<file path="config.mk">
export PLATFORM = sky130hd
export DESIGN_NAME = log_readout
export DESIGN_NICKNAME = d
export VERILOG_FILES = /design/src/rtl/log_pkg.sv /design/src/rtl/word_serializer.sv /design/src/rtl/log_readout.sv
export SDC_FILE = /design/constraint.sdc
export NUM_CORES = 1
export LEC_CHECK = 0
export ABC_AREA = 1
export CORE_AREA = 2 2 99 73
export DETAILED_ROUTE_END_ITERATION = 12
export DIE_AREA = 0 0 101 75
export DONT_BUFFER_PORTS = 1
export GPL_TIMING_DRIVEN = 0
export PLACE_DENSITY = 0.74
export SLEW_MARGIN = 20
export SYNTH_ARGS = -nofsm -noshare
export SYNTH_HDL_FRONTEND = slang
export SYNTH_SLANG_ARGS = --single-unit
export TNS_END_PERCENT = 10
</file>
<file path="constraint.sdc">
create_clock -name clk -period 2 [get_ports clk]
set_input_delay 0.4 -clock clk [delete_from_list [all_inputs] [get_ports clk]]
set_output_delay 0.4 -clock clk [all_outputs]
set_load 0.01 [all_outputs]
</file>
<file path="src/rtl/log_pkg.sv">
// Shared definitions for the log readout path and the host-side decoder.
// Byte order on the stream is MSB first: word[31:24] leaves first, word[7:0]
// last, i.e. I_b, Q_b, I_a, Q_a for a {bram_b, bram_a} word.
package log_pkg;

  typedef enum logic [2:0] {
    LR_IDLE,
    LR_ARM,
    LR_ADDR,
    LR_LOAD,
    LR_SEND,
    LR_DONE
  } lr_state_e;

  localparam int LR_BYTE_BITS       = 8;
  localparam int LR_DATA_WIDTH_DFLT = 16;
  localparam int BYTES_PER_WORD     = 2 * LR_DATA_WIDTH_DFLT / LR_BYTE_BITS;

  // Number of stream bytes carried by one {bank_b, bank_a} log word.
  function automatic int bytes_per_word(input int data_width);
    return 2 * data_width / LR_BYTE_BITS;
  endfunction

endpackage

</file>
<file path="src/rtl/word_serializer.sv">
// Parallel-load word to MSB-first byte stream with a valid/ready handshake.
// o_byte and o_valid come straight from flops; o_last flags the handshake of
// the final byte so the controller can advance in that same cycle.
module word_serializer
  import log_pkg::*;
#(
  parameter int NBYTES = BYTES_PER_WORD
) (
  input  logic                       clk,
  input  logic                       i_rst,
  input  logic                       i_load,
  input  logic                       i_clear,
  input  logic [NBYTES*8-1:0]        i_word,
  input  logic                       i_ready,
  output logic [7:0]                 o_byte,
  output logic                       o_valid,
  output logic                       o_last
);

  localparam int WW = NBYTES * LR_BYTE_BITS;
  localparam int CW = $clog2(NBYTES + 1);

  logic [WW-1:0] shift_q;
  logic [CW-1:0] cnt_q;
  logic          valid_q;
  logic          handshake;

  assign handshake = valid_q & i_ready;

  // Load a word, then shift one byte out per accepted handshake.
  always_ff @(posedge clk or posedge i_rst) begin
    if (i_rst) begin
      shift_q <= '0;
      cnt_q   <= '0;
      valid_q <= 1'b0;
    end else if (i_clear) begin
      shift_q <= '0;
      cnt_q   <= '0;
      valid_q <= 1'b0;
    end else if (i_load) begin
      shift_q <= i_word;
      cnt_q   <= CW'(NBYTES);
      valid_q <= 1'b1;
    end else if (handshake) begin
      shift_q <= shift_q << LR_BYTE_BITS;
      cnt_q   <= cnt_q - CW'(1);
      if (cnt_q == CW'(1)) begin
        valid_q <= 1'b0;
      end
    end
  end

  assign o_byte  = shift_q[WW-1 -: 8];
  assign o_valid = valid_q;
  assign o_last  = handshake && (cnt_q == CW'(1));

endmodule

</file>
<file path="src/rtl/log_readout.sv">
// Readout controller: after the logger is full, switches it to read mode,
// sweeps every log address once and streams each word out MSB first.
module log_readout
  import log_pkg::*;
#(
  parameter int BRAM_ADDR_WIDTH = 15,
  parameter int BRAM_DATA_WIDTH = 16,
  parameter int RD_LAT          = 1
) (
  input  logic                         clk,
  input  logic                         i_rst,
  input  logic                         i_start,
  input  logic                         i_abort,
  input  logic                         i_mem_full,
  input  logic [2*BRAM_DATA_WIDTH-1:0] i_data_log,
  output logic                         o_read_log,
  output logic [BRAM_ADDR_WIDTH-1:0]   o_addr_log,
  output logic [7:0]                   o_byte,
  output logic                         o_byte_valid,
  input  logic                         i_byte_ready,
  output logic                         o_busy,
  output logic                         o_done,
  output logic                         o_start_err
);

  localparam int NBYTES = bytes_per_word(BRAM_DATA_WIDTH);
  localparam int LAT_W  = 3;

  lr_state_e                  state_q;
  logic [BRAM_ADDR_WIDTH-1:0] addr_q;
  logic [LAT_W-1:0]           lat_q;
  logic                       read_log_q;
  logic                       busy_q;
  logic                       done_q;
  logic                       start_err_q;

  logic ser_load;
  logic ser_clear;
  logic ser_last;

  // Abort only matters once a sweep is underway; in IDLE it is a no-op.
  assign ser_load  = (state_q == LR_LOAD) && !i_abort;
  assign ser_clear = i_abort && (state_q != LR_IDLE);

  word_serializer #(
    .NBYTES (NBYTES)
  ) u_ser (
    .clk     (clk),
    .i_rst   (i_rst),
    .i_load  (ser_load),
    .i_clear (ser_clear),
    .i_word  (i_data_log),
    .i_ready (i_byte_ready),
    .o_byte  (o_byte),
    .o_valid (o_byte_valid),
    .o_last  (ser_last)
  );

  // Sweep FSM with address and read-latency counters; every output is a flop.
  always_ff @(posedge clk or posedge i_rst) begin
    if (i_rst) begin
      state_q     <= LR_IDLE;
      addr_q      <= '0;
      lat_q       <= '0;
      read_log_q  <= 1'b0;
      busy_q      <= 1'b0;
      done_q      <= 1'b0;
      start_err_q <= 1'b0;
    end else begin
      read_log_q  <= 1'b0;
      done_q      <= 1'b0;
      start_err_q <= 1'b0;
      if (i_abort && (state_q != LR_IDLE)) begin
        state_q <= LR_IDLE;
        addr_q  <= '0;
        lat_q   <= '0;
        busy_q  <= 1'b0;
      end else begin
        case (state_q)
          LR_IDLE: begin
            if (i_start) begin
              if (i_mem_full) begin
                state_q    <= LR_ARM;
                read_log_q <= 1'b1;
                busy_q     <= 1'b1;
                addr_q     <= '0;
              end else begin
                start_err_q <= 1'b1;
              end
            end
          end
          LR_ARM: begin
            state_q <= LR_ADDR;
            lat_q   <= '0;
          end
          LR_ADDR: begin
            // The address has been stable since ARM or the last handshake;
            // wait RD_LAT cycles here before sampling the logger.
            if (lat_q == LAT_W'(RD_LAT - 1)) begin
              state_q <= LR_LOAD;
            end else begin
              lat_q <= lat_q + LAT_W'(1);
            end
          end
          LR_LOAD: begin
            state_q <= LR_SEND;
          end
          LR_SEND: begin
            if (ser_last) begin
              if (addr_q == '1) begin
                state_q <= LR_DONE;
                done_q  <= 1'b1;
                busy_q  <= 1'b0;
                addr_q  <= '0;
              end else begin
                state_q <= LR_ADDR;
                addr_q  <= addr_q + BRAM_ADDR_WIDTH'(1);
                lat_q   <= '0;
              end
            end
          end
          LR_DONE: begin
            state_q <= LR_IDLE;
          end
          default: begin
            state_q <= LR_IDLE;
          end
        endcase
      end
    end
  end

  assign o_read_log  = read_log_q;
  assign o_addr_log  = addr_q;
  assign o_busy      = busy_q;
  assign o_done      = done_q;
  assign o_start_err = start_err_q;

endmodule
</file>
==> results, run 1 <==
- In the layout the commonest cells are sky130_fd_sc_hd__nand2_1, sky130_fd_sc_hd__inv_1, sky130_fd_sc_hd__nor2_1, sky130_fd_sc_hd__dfrtp_1, sky130_fd_sc_hd__nand3_1.
- The flow ran to the end, and the final reports show no timing, DRC or antenna violations.
- The category of the worst setup path capture point is a flop.
- Entering global routing, the biggest net connects 38 pins.
- The worst setup margin is 0.173 ns.
- The synthesized netlist contains 29 unique library cells.
- CTS placed an instance of sky130_fd_sc_hd__clkbuf_8 at the clock tree root.
- Among all stages on the critical path, the largest delay is contributed by sky130_fd_sc_hd__dfrtp_1.
- The critical path goes through nand2_1, clkbuf_1, nand3_2, buf_2, o21ai_0, inv_1.
- The number of violations reported at the end of detailed-routing iteration 0 is 236.
- At the later pin of the worst-skew pair, clock insertion delay measures 0.34 ns.
- The clock tree from TritonCTS is built.
- The count of buffers added on input and output ports is 0.
- The clock period could shrink to 1.83 ns.
- The number of buffers on the longest clock path is 2.
- The number of global-route vias before repair is 2661.
- The power per standard cell area is 1320 nW/µm².
- OpenSTA, run right after detailed placement, puts the worst setup slack at -0.181 ns.
- The net total in the final layout is 489.
- Leaving out fill and tap cells, the most frequent cell in the layout is sky130_fd_sc_hd__nand2_1.
- The number of buffers inserted during clock tree synthesis is 9.
- The layout-stage area growth over the synthesis result is 11.8%.
- The all-layer global routing usage is 22.8%.
- Of the available clock period, the critical path in the final layout requires 91.4%.
- The detailed-route vias per instance is 5.45.
- IR analysis of the VDD net gives a maximum drop of 585 µV.
- The Yosys step of the flow raised 0 warnings.
- At the worst endpoint, the arrival time is 2.05 ns.
- The initial antenna violation count is 0.
- The leakage power summed over all cells is 1.81 nW.
- The fraction of layout instances using a drive strength above 1 is 14.4%.
- The via total after detailed routing is 2900.
- The core region is 6570 µm².
- Setup repair after global routing left no endpoint under its margin.
- Setup violations remaining at the end of the flow were counted as 0.
- The H-tree depth is 3.
- The first global-routing pass estimated 13100 µm of wire.
- The reported max-cap violation count is 0.
- At the worst endpoint, the required time is 2.22 ns.
- The count of nets left with antenna violations after detail routing is 0.
- 0 antenna diodes ended up in the layout.
- The largest stage delay on the critical path is 0.44 ns.
- The setup TNS is 0 ns.
- The part of the Yosys area used for sequential elements is 45.6%.
- The headroom to the max-slew limit is 60.5%.
- In the post-synthesis netlist, the biggest area contributors are sky130_fd_sc_hd__dfrtp_1, sky130_fd_sc_hd__nand2_1, sky130_fd_sc_hd__inv_1, sky130_fd_sc_hd__nand3_1, sky130_fd_sc_hd__nor2_1.
- The min-delay analysis places its worst path in the category in -> reg.
- Of all nets on the critical path, the largest fanout is 10.
- Across the routed clock network, the largest skew measured is 0.00907 ns.
- For this run, the detailed router's first-pass iteration total came to 5.
- The overall die area is 7580 µm².
- The worst-case hold slack is 0.119 ns.
- The top-level port count is 66.
- For this run, the top clock speed supported by timing is 0.547 GHz.
- The buffer and inverter count on the worst path is 3.
- The synthesized area divided by synthesized cell count is 7.74 µm².
- The gate count of the mapped netlist is 432.
- The HPWL after detailed placement is 5670 µm.
- The actual slew at the worst max-slew pin is 0.592 ns.
- The die is 101 µm wide.
- The number of max-slew violations in the final report is 0.
- The overall power after layout is 4.92 mW.
- The row count is 25.
- The flop and latch count out of synthesis is 61.
- The placer's final routability congestion estimate is 0.875.
- The critical path in this run is classified as reg -> reg.
- The net count after synthesis is 475.
- For this configuration, the core starts out at a cell density of 50.9%.
- The area of the mapped netlist is 3340 µm².
- The cell taking the most area after synthesis is sky130_fd_sc_hd__dfrtp_1.
- The final hold violation count is 0.
- After detailed routing, the average wire length per cell comes to 15.1 µm.
- The worst setup path is launched from a flop.
- The remaining design rule violation count is 0.
- Summed over all layers, the global routing overflow is 0.
- The total routed wirelength is 8030 µm.
- The synthesized design devotes to its leading area cell type 45.6% of total area.
- Clock tree synthesis found a total of 61 sinks.
- The cell class contributing the biggest share of worst-path delay is buffers and inverters.
- In this run the vertical extent of the chip is 75 µm.
- The clock transition at the registers of the reported paths is 0.07 ns.
[worst reg2reg max path, delay by kind of cell (launching register included)]
family	cells	cell delay (ns)
flops	1	0.44
buf+inv	3	0.70
compound gates	1	0.18
simple gates	2	0.39
[area by class of cell]
| cell class | instances | area (µm²) |
|---|---|---|
| Buffer | 24 | 169 |
| Clock buffer | 14 | 193 |
| Clock inverter | 2 | 37.5 |
| Fill cell | 597 | 2830 |
| Inverter | 67 | 256 |
| Multi-Input combinational cell | 280 | 1420 |
| Sequential cell | 61 | 1530 |
| Tap cell | 81 | 101 |
| Timing Repair Buffer | 3 | 37.5 |
[sequential cells by signal, indices dropped and copies added (netlist names)]
signal,cells
o_read_log,1
o_start_err,1
lat_q,3
o_done,1
u_ser.o_valid,1
u_ser.shift_q,32
u_ser.cnt_q,3
o_addr_log,15
o_busy,1
state_q,3
[where the power goes]
group	internal (mW)	total (mW)	switching (mW)	leakage, nW
sequential	1.62	1.85	0.236	0.787
combinational	0.689	1.84	1.15	0.908
clock	0.746	1.23	0.487	0.115
total	3.05	4.92	1.87	1.81
[Yosys cell counts]
master and instances:
sky130_fd_sc_hd__nand3_4 1, sky130_fd_sc_hd__nand2_2 6, sky130_fd_sc_hd__o21ai_0 25, sky130_fd_sc_hd__ha_1 5, sky130_fd_sc_hd__buf_4 11, sky130_fd_sc_hd__nor2_4 2
sky130_fd_sc_hd__nand2_4 1, sky130_fd_sc_hd__nand2_1 70, sky130_fd_sc_hd__buf_2 5, sky130_fd_sc_hd__a21oi_1 14, sky130_fd_sc_hd__nor2_1 59, sky130_fd_sc_hd__nor3_1 3
sky130_fd_sc_hd__o21ai_1 1, sky130_fd_sc_hd__dfrtp_1 61, sky130_fd_sc_hd__clkbuf_2 1, sky130_fd_sc_hd__clkbuf_1 3, sky130_fd_sc_hd__xnor2_1 1, sky130_fd_sc_hd__nand4_1 7
sky130_fd_sc_hd__o22ai_1 16, sky130_fd_sc_hd__nand3_1 46, sky130_fd_sc_hd__inv_2 5, sky130_fd_sc_hd__o21bai_1 8, sky130_fd_sc_hd__inv_1 62, sky130_fd_sc_hd__a31oi_1 9
sky130_fd_sc_hd__buf_6 4, sky130_fd_sc_hd__nor2_2 2, sky130_fd_sc_hd__nand3_2 1, sky130_fd_sc_hd__xor2_1 2, sky130_fd_sc_hd__nor3b_1 1
[through the flow]
step | utilization (%) | instance area, µm² | instances
2_1_floorplan | - | 3340 | 432
3_3_place_gp | 52.5 | 3450 | 513
3_5_place_dp | 52.8 | 3470 | 514
4_1_cts | 56.6 | 3720 | 531
5_1_grt | 56.9 | 3740 | 532
6_report | 56.9 | 3740 | 532
[path summary, 6_finish.rpt]
| check | from | end | slack, ns | depth (start not counted) |
|---|---|---|---|---|
| worst max-delay path | u_ser.o_valid$_DFFE_PP0P_ | u_ser.shift_q[19]$_DFFE_PP0P_ | 0.17 | 6 |
| worst min-delay path | i_mem_full | o_start_err$_DFF_PP0_ | 0.12 | 1 |
| worst max register to register | u_ser.o_valid$_DFFE_PP0P_ | u_ser.shift_q[19]$_DFFE_PP0P_ | 0.17 | 6 |
| worst min register to register | u_ser.shift_q[16]$_DFFE_PP0P_ | u_ser.shift_q[16]$_DFFE_PP0P_ | 0.49 | 2 |
| max in group asynchronous | i_rst | u_ser.shift_q[30]$_DFFE_PP0P_ | 0.99 | 3 |
| min in group asynchronous | i_rst | u_ser.cnt_q[1]$_DFFE_PP0P_ | 0.52 | 2 |
[kinds of logic after synthesis]
group	count (synthesis)	synth area share, %
AO/OA/AOI/OAI	73	12.5
XOR/XNOR	3	0.786
flip-flops	61	45.6
adder cells (fa/ha/maj)	5	1.87
AND/OR/NAND/NOR	199	26.7
buffers and inverters	91	12.6
[what timing repair did]
action                                  in CTS  in global routing
buffers inserted                             0                  1
hold endpoints to repair                    24                  0
endpoints found under the setup margin      10                 10
resized for setup                            5                  4
pin swaps                                    0                  1
hold buffers                                 1                  0
[per-layer routing]
metal | global-route usage [%] | vias up | share of wire [%]
met5 | 0 | - | 0
met4 | 5.56 | 0 | 0.76
met3 | 8.82 | 6 | 8.6
met2 | 32.6 | 114 | 42
met1 | 32.9 | 1355 | 48
li1 | - | 1425 | -
No activity file was read; power rests on OpenSTA's default activity.
==> inputs of run 2 (changes only) <==
GPL_TIMING_DRIVEN = unset   (was 0)
SETUP_SLACK_MARGIN = 0.15   (was unset)
==> results, run 2 (same netlist as run 1, synthesis figures left out) <==
- The run finished, with violations left.
- The checks that failed: hold timing.
- The setup TNS is 0 ns (unchanged).
- The core occupancy in the finished layout is 55.6% (-1.3 points).
- The worst path arrival time is 2.02 ns (-0.03 ns).
- The sum of overflow across all layers after global routing is 0 (unchanged).
- The cell class contributing the biggest share of worst-path delay is simple AND/OR/NAND/NOR gates.
- The flip-flop count of the largest register, all copies and words added is 32 (unchanged).
- Setup repair after global routing could not meet its margin everywhere.
- The routed wire length on met2 was 3430 µm (+0.44%).
- The clock insertion delay at the later pin of the skew report is 0.35 ns (about the same).
- Counting stages on the worst path, the most repeated cell is sky130_fd_sc_hd__nand2_1.
- The clock tree root buffer cell is sky130_fd_sc_hd__clkbuf_8.
- The overall power after layout is 4.52 mW (-8.3%).
- The row count is 25 (unchanged).
- The fraction of layout instances using a drive strength above 1 is 12.9% (-1.5 points).
- The wire length on met3 is 596 µm (-14%).
- The count of buffers inserted at the top-level ports is 0 (unchanged).
- The number of buffers on the longest clock path is 2 (unchanged).
- The top-level port count is 66 (unchanged).
- The power per standard cell area is 1240 nW/µm² (-6.2%).
- The worst-case hold slack is -0.00554 ns (-0.125 ns).
- The worst setup path is captured at a flop.
- The largest individual stage delay along the critical path comes from the cell sky130_fd_sc_hd__dfrtp_2.
- The overall die area was 7580 µm² (unchanged).
- The worst supply voltage drop on vdd was 527 µV (-9.8%).
- The number of antenna cells inserted is 0 (unchanged).
- The clock transition at the registers of the reported paths is 0.06 ns (about the same).
- The count of nets left with antenna violations after detail routing came to 0 (unchanged).
- The worst setup path is launched from a flop.
- The shortest period the worst path allows was 1.74 ns (-0.0921 ns).
- The number of buffers inserted during clock tree synthesis came to 9 (unchanged).
- The initial core utilization came to 50.9% (unchanged).
- The wire length on met1 came to 3860 µm (-0.36%).
- The area of the core is 6570 µm² (unchanged).
- The worst hold path belongs to the class in -> async.
- Leaving out fill and tap cells, the most frequent cell in the layout is sky130_fd_sc_hd__nand2_1.
- The net total in the final layout was 481 (-1.6%).
- The proportion of power drawn by combinational gates is 35.0% (-2.3 points).
- The number of buffers inserted by hold repair at cts was 0 (-1).
- The initial antenna violation count is 0 (unchanged).
- The detailed-route wire length per cell was 15.3 µm (+1.0%).
- The net switching power figure was 1.79 mW (-4.3%).
- From synthesis to final layout, the design area changed by 9.24%.
- The maximum number of pins on one net before global-route repair is 62 (+63%).
- The worst endpoint required time came to 2.28 ns (+0.06 ns).
- The top metal layer carrying routed signals is met4.
- The post-DP HPWL is 5650 µm (-0.35%).
- The placed cell count is 506 (-1.6%).
- The overall die width was 101 µm (unchanged).
- The total of endpoints with negative setup slack in the final report is 0 (unchanged).
- The all-layer global routing usage is 22.2% (-0.61 points).
- The largest stage delay on the critical path came to 0.44 ns (about the same).
- The leakage power summed over all cells came to 1.77 nW (-2.2%).
- The reported max-cap violation count is 0 (unchanged).
- The final instance count without filler cells is 523 (-1.7%).
- The placer's final routability congestion estimate was 0.956 (+9.2%).
- The clock sink count was 61 (unchanged).
- The achievable frequency is 0.576 GHz (+5.3%).
- The detailed-route vias per instance is 5.41 (-0.73%).
- The actual slew at the worst max-slew pin is 0.345 ns (-0.247 ns).
- The number of violations reported at the end of detailed-routing iteration 0 is 240 (+1.7%).
- The final hold violation count is 4 (+4).
- Traced cell by cell, the critical path runs through ha_4, nand3_2, inv_1, nand2_1, nor3_1, nand2_1, nand2_1, nand2_1, nand2_1.
- The buffer and inverter count on the worst path is 1 (-2).
- The first-pass GRT wire length is 12800 µm (-2.7%).
- The number of global-route vias before repair is 2574 (-3.3%).
- The clock share of power is 23.0% (-2.1 points).
- The via total after detailed routing is 2830 (-2.4%).
- The number of max-slew violations in the final report is 0 (unchanged).
- The final worst clock skew was 0.0118 ns (+0.00269 ns).
- The register with the most flip-flops is u_ser.shift_q.
- The die extent in y was 75 µm (unchanged).
- The H-tree depth is 3 (unchanged).
- The sequential cell fraction of total power is 42.0% (+4.4 points).
- The final period utilization came to 86.8% (-4.6 points).
- The switching power share of the total is 39.7% (+1.7 points).
- The headroom to the max-slew limit is 76.9% (+16 points).
- The clock tree from TritonCTS is built.
- The total routed wirelength was 7980 µm (-0.70%).
- In the layout the commonest cells are sky130_fd_sc_hd__nand2_1, sky130_fd_sc_hd__inv_1, sky130_fd_sc_hd__nor2_1, sky130_fd_sc_hd__dfrtp_1, sky130_fd_sc_hd__nand3_1.
- The maximum fanout encountered on the critical timing path is 5 (-5).
- The worst setup path is of the reg -> reg kind.
- The internal power consumption was 2.72 mW (-11%).
- The remaining design rule violation count came to 0 (unchanged).
- The number of search-and-repair iterations in the first detailed-routing pass is 5 (unchanged).
run 2: cell count changes in the layout (fill, tap and decap cells not counted), moves of 2 or more:
cell / change
sky130_fd_sc_hd__buf_2: -5
sky130_fd_sc_hd__buf_4: +5
sky130_fd_sc_hd__clkbuf_8: -5
sky130_fd_sc_hd__clkinv_2: +4
sky130_fd_sc_hd__buf_6: -3
sky130_fd_sc_hd__clkbuf_1: -2
sky130_fd_sc_hd__inv_4: -2
sky130_fd_sc_hd__nand2_2: -2
run 2: metal layers:
layer,up-vias,track usage (%)
li1,1404,-
met1,1323,33.4
met2,94,30.5
met3,9,6.69
met4,0,7.51
met5,-,0
run 2: per-stage QoR:
stage / cell area (µm²) / setup slack, ns / hold WS (ns)
floorplan: 3350 / 0.368 / 0.454
global placement: 3420 / 0.188 / 0.379
detailed placement: 3420 / 0.0537 / 0.382
CTS: 3610 / 0.166 / 0.0114
global route: 3650 / 0.126 / 0.0224
finish: 3650 / 0.265 / -0.00554
run 2: final timing paths:
path,startpoint,cells after the start,slack (ns),end
max,o_addr_log[1]$_DFFE_PP0P_,9,0.26,lat_q[0]$_DFFE_PP0P_
min,i_rst,2,-0.006,u_ser.shift_q[6]$_DFFE_PP0P_
max reg2reg,o_addr_log[1]$_DFFE_PP0P_,9,0.26,lat_q[0]$_DFFE_PP0P_
min reg2reg,u_ser.shift_q[16]$_DFFE_PP0P_,2,0.49,u_ser.shift_q[16]$_DFFE_PP0P_
max in group asynchronous,i_rst,2,1.72,o_addr_log[5]$_DFFE_PP0P_
min in group clk,i_mem_full,1,0.11,o_start_err$_DFF_PP0_
run 2: what timing repair did:
action                                 in CTS  in global routing
pin swaps                                   0                  1
setup endpoints to repair                  14                 24
resized for setup                           3                  7
endpoints found under the hold margin       0                  0
buffers inserted                            0                  2
run 2: final cells by class:
cell class	count	area, µm²
clock buffers	10	128
clock inverters	5	52.6
fillers	595	2920
inverters	67	256
multi-input cells	280	1430
flip-flops and latches	61	1530
well taps	81	101
repair buffers	19	159
run 2: power groups by stage:
stage | sequential (mW) | clock, mW | combinational (mW)
2_1_floorplan | 1.80 | 0 | 1.43
3_3_place_gp | 1.91 | 0 | 1.47
3_5_place_dp | 1.92 | 0 | 1.54
4_1_cts | 1.90 | 1.06 | 1.55
5_1_grt | 1.95 | 1.11 | 1.78
6_report | 1.90 | 1.04 | 1.58
run 2: worst reg2reg max path, stage by stage (launching register included):
cell	delay [ns]
sky130_fd_sc_hd__dfrtp_2	0.44
sky130_fd_sc_hd__ha_4	0.18
sky130_fd_sc_hd__nand3_2	0.11
sky130_fd_sc_hd__inv_1	0.12
sky130_fd_sc_hd__nand2_1	0.14
sky130_fd_sc_hd__nor3_1	0.24
sky130_fd_sc_hd__nand2_1	0.17
sky130_fd_sc_hd__nand2_1	0.16
sky130_fd_sc_hd__nand2_1	0.07
sky130_fd_sc_hd__nand2_1	0.05
==> inputs of run 3 (changes only) <==
SLEW_MARGIN = 10   (was 20)
==> results of run 3 <==
Final layout, timing and power as in run 2 (identical DEF).
